--- src/rtl/trace_pkg.sv ---
// Shared types for the pipeline trace monitor: FSM states, flag bit positions
// and the packed trace-entry width derived from the datapath widths.
package trace_pkg;

  typedef enum logic [1:0] {
    ST_RUN       = 2'd0,
    ST_HALTED    = 2'd1,
    ST_TIMED_OUT = 2'd2
  } state_t;

  localparam int FLAG_WB   = 0;
  localparam int FLAG_MEM  = 1;
  localparam int FLAG_HALT = 2;
  localparam int FLAG_TO   = 3;
  localparam int FLAG_W    = 4;

  // Entry layout, MSB first: {stamp, flags, pc, rd, wdata, maddr, mdata}
  function automatic int entry_w(input int cnt_w, input int pc_w, input int ra_w,
                                 input int data_w, input int ma_w);
    return cnt_w + FLAG_W + pc_w + ra_w + data_w + ma_w + data_w;
  endfunction

endpackage

--- src/rtl/trace_fifo.sv ---
// First-word-fall-through circular buffer; head is read straight from the
// storage registers, so a write is visible on the head one cycle later.
module trace_fifo #(
  parameter int W     = 8,
  parameter int DEPTH = 16
) (
  input  logic                     clk,
  input  logic                     reset,
  input  logic                     wr_en_i,
  input  logic [W-1:0]             wr_dat_i,
  output logic                     drop_o,
  output logic                     rd_vld_o,
  input  logic                     rd_rdy_i,
  output logic [W-1:0]             rd_dat_o,
  output logic [$clog2(DEPTH):0]   count_o
);
  localparam int AW = $clog2(DEPTH);

  logic [W-1:0]  mem_q [DEPTH];
  logic [AW-1:0] wr_ptr_q, rd_ptr_q;
  logic [AW:0]   cnt_q, cnt_d;
  logic          full, pop, push;

  assign full     = (cnt_q == (AW+1)'(DEPTH));
  assign rd_vld_o = (cnt_q != '0);
  assign pop      = rd_vld_o & rd_rdy_i;
  // A pop frees the slot in the same cycle, so a full buffer still accepts
  assign push     = wr_en_i & (~full | pop);
  assign drop_o   = wr_en_i & full & ~pop;
  assign count_o  = cnt_q;
  assign rd_dat_o = rd_vld_o ? mem_q[rd_ptr_q] : '0;

  always_comb begin
    cnt_d = cnt_q;
    if (push && !pop)      cnt_d = cnt_q + (AW+1)'(1);
    else if (pop && !push) cnt_d = cnt_q - (AW+1)'(1);
  end

  always_ff @(posedge clk) begin
    if (reset) begin
      wr_ptr_q <= '0;
      rd_ptr_q <= '0;
      cnt_q    <= '0;
    end else begin
      cnt_q <= cnt_d;
      if (push) wr_ptr_q <= wr_ptr_q + AW'(1);
      if (pop)  rd_ptr_q <= rd_ptr_q + AW'(1);
    end
  end

  always_ff @(posedge clk) begin
    if (push) mem_q[wr_ptr_q] <= wr_dat_i;
  end

endmodule

--- src/rtl/pipeline_trace_monitor.sv ---
// Time-stamped trace capture of writeback/memory/halt events with a watchdog;
// RUN ends in HALTED or TIMED_OUT until reset, while the buffer keeps draining.
module pipeline_trace_monitor
  import trace_pkg::*;
#(
  parameter int DATA_W  = 16,
  parameter int PC_W    = 16,
  parameter int RA_W    = 3,
  parameter int MA_W    = 8,
  parameter int DEPTH   = 16,
  parameter int CNT_W   = 16,
  parameter int TIMEOUT = 30
) (
  input  logic                     clk,
  input  logic                     reset,
  input  logic                     cap_all,
  input  logic [PC_W-1:0]          pc_in,
  input  logic                     stall_in,
  input  logic                     halt_in,
  input  logic                     wb_en,
  input  logic [RA_W-1:0]          wb_rd,
  input  logic [DATA_W-1:0]        wb_data,
  input  logic                     mem_we,
  input  logic [MA_W-1:0]          mem_addr,
  input  logic [DATA_W-1:0]        mem_wdata,
  input  logic                     rd_ready,
  output logic                     rd_valid,
  output logic [CNT_W-1:0]         rd_stamp,
  output logic [3:0]               rd_flags,
  output logic [PC_W-1:0]          rd_pc,
  output logic [RA_W-1:0]          rd_rd,
  output logic [DATA_W-1:0]        rd_wdata,
  output logic [MA_W-1:0]          rd_maddr,
  output logic [DATA_W-1:0]        rd_mdata,
  output logic [$clog2(DEPTH):0]   count,
  output logic                     overflow,
  output logic [7:0]               drop_cnt,
  output logic                     done,
  output logic                     timed_out
);
  localparam int EW = entry_w(CNT_W, PC_W, RA_W, DATA_W, MA_W);

  state_t            state_q, state_d;
  logic [CNT_W-1:0]  stamp_q, wdog_q;
  logic              overflow_q;
  logic [7:0]        drop_cnt_q;
  logic              in_run, expiry, capture, drop;
  logic [3:0]        flags;
  logic [EW-1:0]     wr_dat, head_dat;

  assign in_run  = (state_q == ST_RUN);
  assign expiry  = (TIMEOUT != 0) && in_run && !halt_in &&
                   (wdog_q == CNT_W'(TIMEOUT - 1));
  assign capture = in_run & (wb_en | mem_we | halt_in | expiry | (cap_all & ~stall_in));

  always_comb begin
    flags            = '0;
    flags[FLAG_WB]   = wb_en;
    flags[FLAG_MEM]  = mem_we;
    flags[FLAG_HALT] = halt_in;
    flags[FLAG_TO]   = expiry;
  end

  // Fields of events that did not occur are zeroed so entries compare cleanly
  assign wr_dat = {stamp_q, flags, pc_in,
                   wb_en  ? wb_rd     : '0,
                   wb_en  ? wb_data   : '0,
                   mem_we ? mem_addr  : '0,
                   mem_we ? mem_wdata : '0};

  always_comb begin
    state_d = state_q;
    if (state_q == ST_RUN) begin
      if (halt_in)     state_d = ST_HALTED;
      else if (expiry) state_d = ST_TIMED_OUT;
    end
  end

  always_ff @(posedge clk) begin
    if (reset) state_q <= ST_RUN;
    else       state_q <= state_d;
  end

  always_ff @(posedge clk) begin
    if (reset) begin
      stamp_q    <= '0;
      wdog_q     <= '0;
      overflow_q <= 1'b0;
      drop_cnt_q <= '0;
    end else begin
      stamp_q <= stamp_q + CNT_W'(1);
      if (in_run) wdog_q <= wdog_q + CNT_W'(1);
      if (drop) begin
        overflow_q <= 1'b1;
        if (drop_cnt_q != 8'hFF) drop_cnt_q <= drop_cnt_q + 8'd1;
      end
    end
  end

  trace_fifo #(.W(EW), .DEPTH(DEPTH)) u_fifo (
    .clk      (clk),
    .reset    (reset),
    .wr_en_i  (capture),
    .wr_dat_i (wr_dat),
    .drop_o   (drop),
    .rd_vld_o (rd_valid),
    .rd_rdy_i (rd_ready),
    .rd_dat_o (head_dat),
    .count_o  (count)
  );

  assign {rd_stamp, rd_flags, rd_pc, rd_rd, rd_wdata, rd_maddr, rd_mdata} = head_dat;
  assign overflow  = overflow_q;
  assign drop_cnt  = drop_cnt_q;
  assign done      = ~in_run;
  assign timed_out = (state_q == ST_TIMED_OUT);

endmodule

--- config.mk ---
export PLATFORM = sky130hd
export DESIGN_NAME = pipeline_trace_monitor
export DESIGN_NICKNAME = d
export VERILOG_FILES = /design/src/rtl/trace_pkg.sv /design/src/rtl/trace_fifo.sv /design/src/rtl/pipeline_trace_monitor.sv
export SDC_FILE = /design/constraint.sdc
export NUM_CORES = 1
export LEC_CHECK = 0
export CELL_PAD_IN_SITES_DETAIL_PLACEMENT = 0
export CELL_PAD_IN_SITES_GLOBAL_PLACEMENT = 1
export CORE_MARGIN = 3
export CORE_UTILIZATION = 53
export DETAILED_ROUTE_END_ITERATION = 16
export DONT_BUFFER_PORTS = 1
export GPL_ROUTABILITY_DRIVEN = 0
export PLACE_DENSITY_LB_ADDON = 0.1
export REMOVE_ABC_BUFFERS = 1
export SLEW_MARGIN = 20
export SYNTH_ARGS = -nofsm -noshare
export SYNTH_HDL_FRONTEND = slang
export SYNTH_SLANG_ARGS = --single-unit
--- constraint.sdc ---
create_clock -name clk -period 13.1 [get_ports clk]
set_clock_uncertainty 0.05 [all_clocks]
set_input_delay 1.31 -clock clk [delete_from_list [all_inputs] [get_ports clk]]
set_output_delay 1.31 -clock clk [all_outputs]
set_load 0.005 [all_outputs]
==> reports/metrics.yaml <==
run_status:
  status: "finished, final reports clean"
global_routing:
  track_usage_pct: 22.9
  grt_start_max_net_pins: 117
  antenna_found_initial: 14
  grt_first_pass_wirelength_um: 164000
  grt_pass1_vias: 24423
  grt_remaining_overflow: 0
route:
  vias_per_cell: 6.25
  antenna_left: 0
  drt-initial-drc-count: 2304
  first_pass_iters: 5
  drc: 0
  post_drt_wl_per_cell_um: 30.3
  finalWirelength_um: 111000
  num_vias: 22857
die:
  num_rows: 113
  pin_count: 163
  fp.dieArea_um2: 99900
  initial_core_util_pct: 53.6
  die_w_um: 316
  core_area_um2: 95200
  die_h_um: 316
critical_path:
  arrival_ns: 4.84
  cp_slowest_cell: "dfxtp_4"
  required_ns: 11.74
  cp_max_fo: 116
  slowest_delay_ns: 0.89
  path_common_cell: "mux4_2"
  cp_cell_sequence: "buf_4, buf_12, mux4_2, mux4_2, and2_1"
  critical_path_class: "reg -> out"
  startpoint_type: "flip-flop"
  reg2reg_depth: 7
  end_kind: "output pin"
timing:
  worstMarginPinSlew_ns: 1.14
  report.final.slew_viol_count: 0
  fmaxAchievable_ghz: 0.161
  whs_ns: 0.414
  slew_headroom_pct: 23.7
  period_minus_slack_ns: 6.20
  fin_crit_sh_pct: 47.3
  rsz0062_at_grt: "false"
  hold_violations: 0
  setup_viol: 0
cts:
  cts-root-buf: "clkbuf_16"
  clk_latency_ns: 0.72
  clk_pin_slew_ns: 0.06
  cts_buffers: 134
  cts_resized: 0
  cts_setup_buffers: 0
  clock_path_buffers: 3
  cts_hold_buf: 0
  cts.sink_count: 1324
  cts_tree: "done"
  htree_levels: 4
layout:
  drive_gt1_share_pct: 27.2
  fillers: 6609
  utilization_pct: 59.7
  area_growth_pct: 11.5
  nets: 2365
pwr:
  power.density_nw_per_um2: 188
  power_frac_comb_pct: 18.8
  ir_drop_v: 0.000142
  switching_share_pct: 24.7
  p_leak_nw: 17.5
  p_int_mw: 8.04
  p_seq_share_pct: 46.0
  p_clk_share_pct: 35.3
  p_sw_mw: 2.64
worst_hold_path:
  hold_class: "reg -> reg"
  worstHoldPathCells: 2
synth:
  synthFlopType: "edfxtp_1"
  syn_inst: 2221
  async_reset_ff_share_pct: 0
  synth_edf_count: 1264
  synth_area_um2: 51000
  post_synth.cell_area_avg_um2: 22.9
  synth_top_area_share_pct: 74.5
  synth-seq-cells: 1324
  synth_cell_types: 49
  synthTopCellsByArea: "edfxtp_1 74%, mux4_2 17%, dfxtp_1 2.4%"
  yosysTopAreaCell: "edfxtp_1"
  yosysWarnings: 0
  ys_seq_area_share_pct: 76.8
placement:
  dpl.hpwl_um: 52900
  io_buffers: 0
flow_run:
  maxCapViolations: 0
## per-stage QoR
stage | area (µm²) | setup slack, ns | std cells | TNS, ns | total power [mW]
floorplan | 50500 | -2.41 | 2109 | -190.68 | 7.20
global placement | 52400 | 7.51 | 3412 | 0 | 7.03
detailed placement | 52400 | 7.48 | 3412 | 0 | 7.07
CTS | 56800 | 6.68 | 3653 | 0 | 10.8
global route | 56800 | 6.47 | 3654 | 0 | 11.1
finish | 56800 | 6.90 | 3657 | 0 | 10.7
## critical path, delay by kind of cell (launching register included)
kind	cells	cell delay [ns]
flip-flops	1	0.89
AND/OR/NAND/NOR	1	0.21
buffers and inverters	2	1.67
multiplexers	2	1.18
## registers in the layout, summed over array words and instances (netlist names), named ones only
register / count
u_fifo.count_o: 5
drop_cnt: 8
wdog_q: 16
u_fifo.mem_q: 1264
state_q: 2
u_fifo.wr_ptr_q: 4
u_fifo.rd_ptr_q: 4
stamp_q: 16
overflow: 1
## placed cells by master (no fill, tap or decap), types with 10 or more instances in the layout
| cell | instances |
|---|---|
| ha_1 | 13 |
| clkinv_1 | 24 |
| and2_1 | 122 |
| nand4_1 | 12 |
| clkinv_2 | 18 |
| mux4_2 | 395 |
| inv_1 | 17 |
| bufinv_16 | 14 |
| xnor2_1 | 13 |
| xor2_1 | 17 |
| a21oi_1 | 18 |
| clkbuf_16 | 139 |
| buf_4 | 36 |
| nor2b_1 | 10 |
| dfxtp_1 | 56 |
| nor2_1 | 51 |
| clkbuf_1 | 29 |
| edfxtp_1 | 1264 |
| nand2_1 | 15 |
| nand3_1 | 17 |
## power by group through the flow
stage               clock network (mW)  registers (mW)  logic (mW)
finish                            3.77            4.91        2.00
global route                      4.03            4.93        2.17
CTS                               3.85            4.91        2.07
detailed placement                   0            5.00        2.07
global placement                     0            4.99        2.04
floorplan                            0            5.20        2.00
## cell families after synthesis
kind of cell	after synthesis	share of synthesized area (%)
buffers and inverters	129	1.10
AND/OR/NAND/NOR	285	3.14
AO/OA/AOI/OAI	36	0.425
XOR/XNOR	30	0.516
multiplexers	403	17.6
flip-flops	1324	76.8
adder cells (fa/ha/maj)	14	0.358
## metal layers
metal / track usage (%) / routed length [µm]
met5: 0 / 0
met4: 5.55 / 1780
met3: 3.87 / 7200
met2: 37.3 / 55800
met1: 33.0 / 46000
## final timing paths
path         startpoint             endpoint  slack (ns)
max           flip-flop          rd_stamp[8]        6.90
min            overflow             overflow        0.41
max reg2reg   wdog_q[3]  u_fifo.mem_q[7][47]        8.59
min reg2reg    overflow             overflow        0.41
## cells in the mapped netlist (all sizes together) (2+ instances only)
cell	n
nand2	15
buf	43
nor4	6
and3	4
nor2	56
a21oi	18
mux2i	3
mux2	5
or4	2
nor3	11
nand2b	5
nand3	17
nor3b	2
o21ai	8
and4	2
and2	131
or3	8
inv	17
xnor2	13
xor2	17
edfxtp	1264
nor2b	10
ha	13
nand4	12
clkbuf	69
mux4	395
dfxtp	60
## area by class of cell
class,instances,area [µm²],share of cell area [%]
diodes,3,7.51,0.0132
flip-flops and latches,1324,39200,68.9
clock buffers,169,3600,6.34
repair buffers,39,329,0.579
clock inverters,72,751,1.32
multi-input cells,768,11300,19.9
inverters,17,63.8,0.112
well taps,1265,1580,2.79
(Power assumes the default switching activity.)
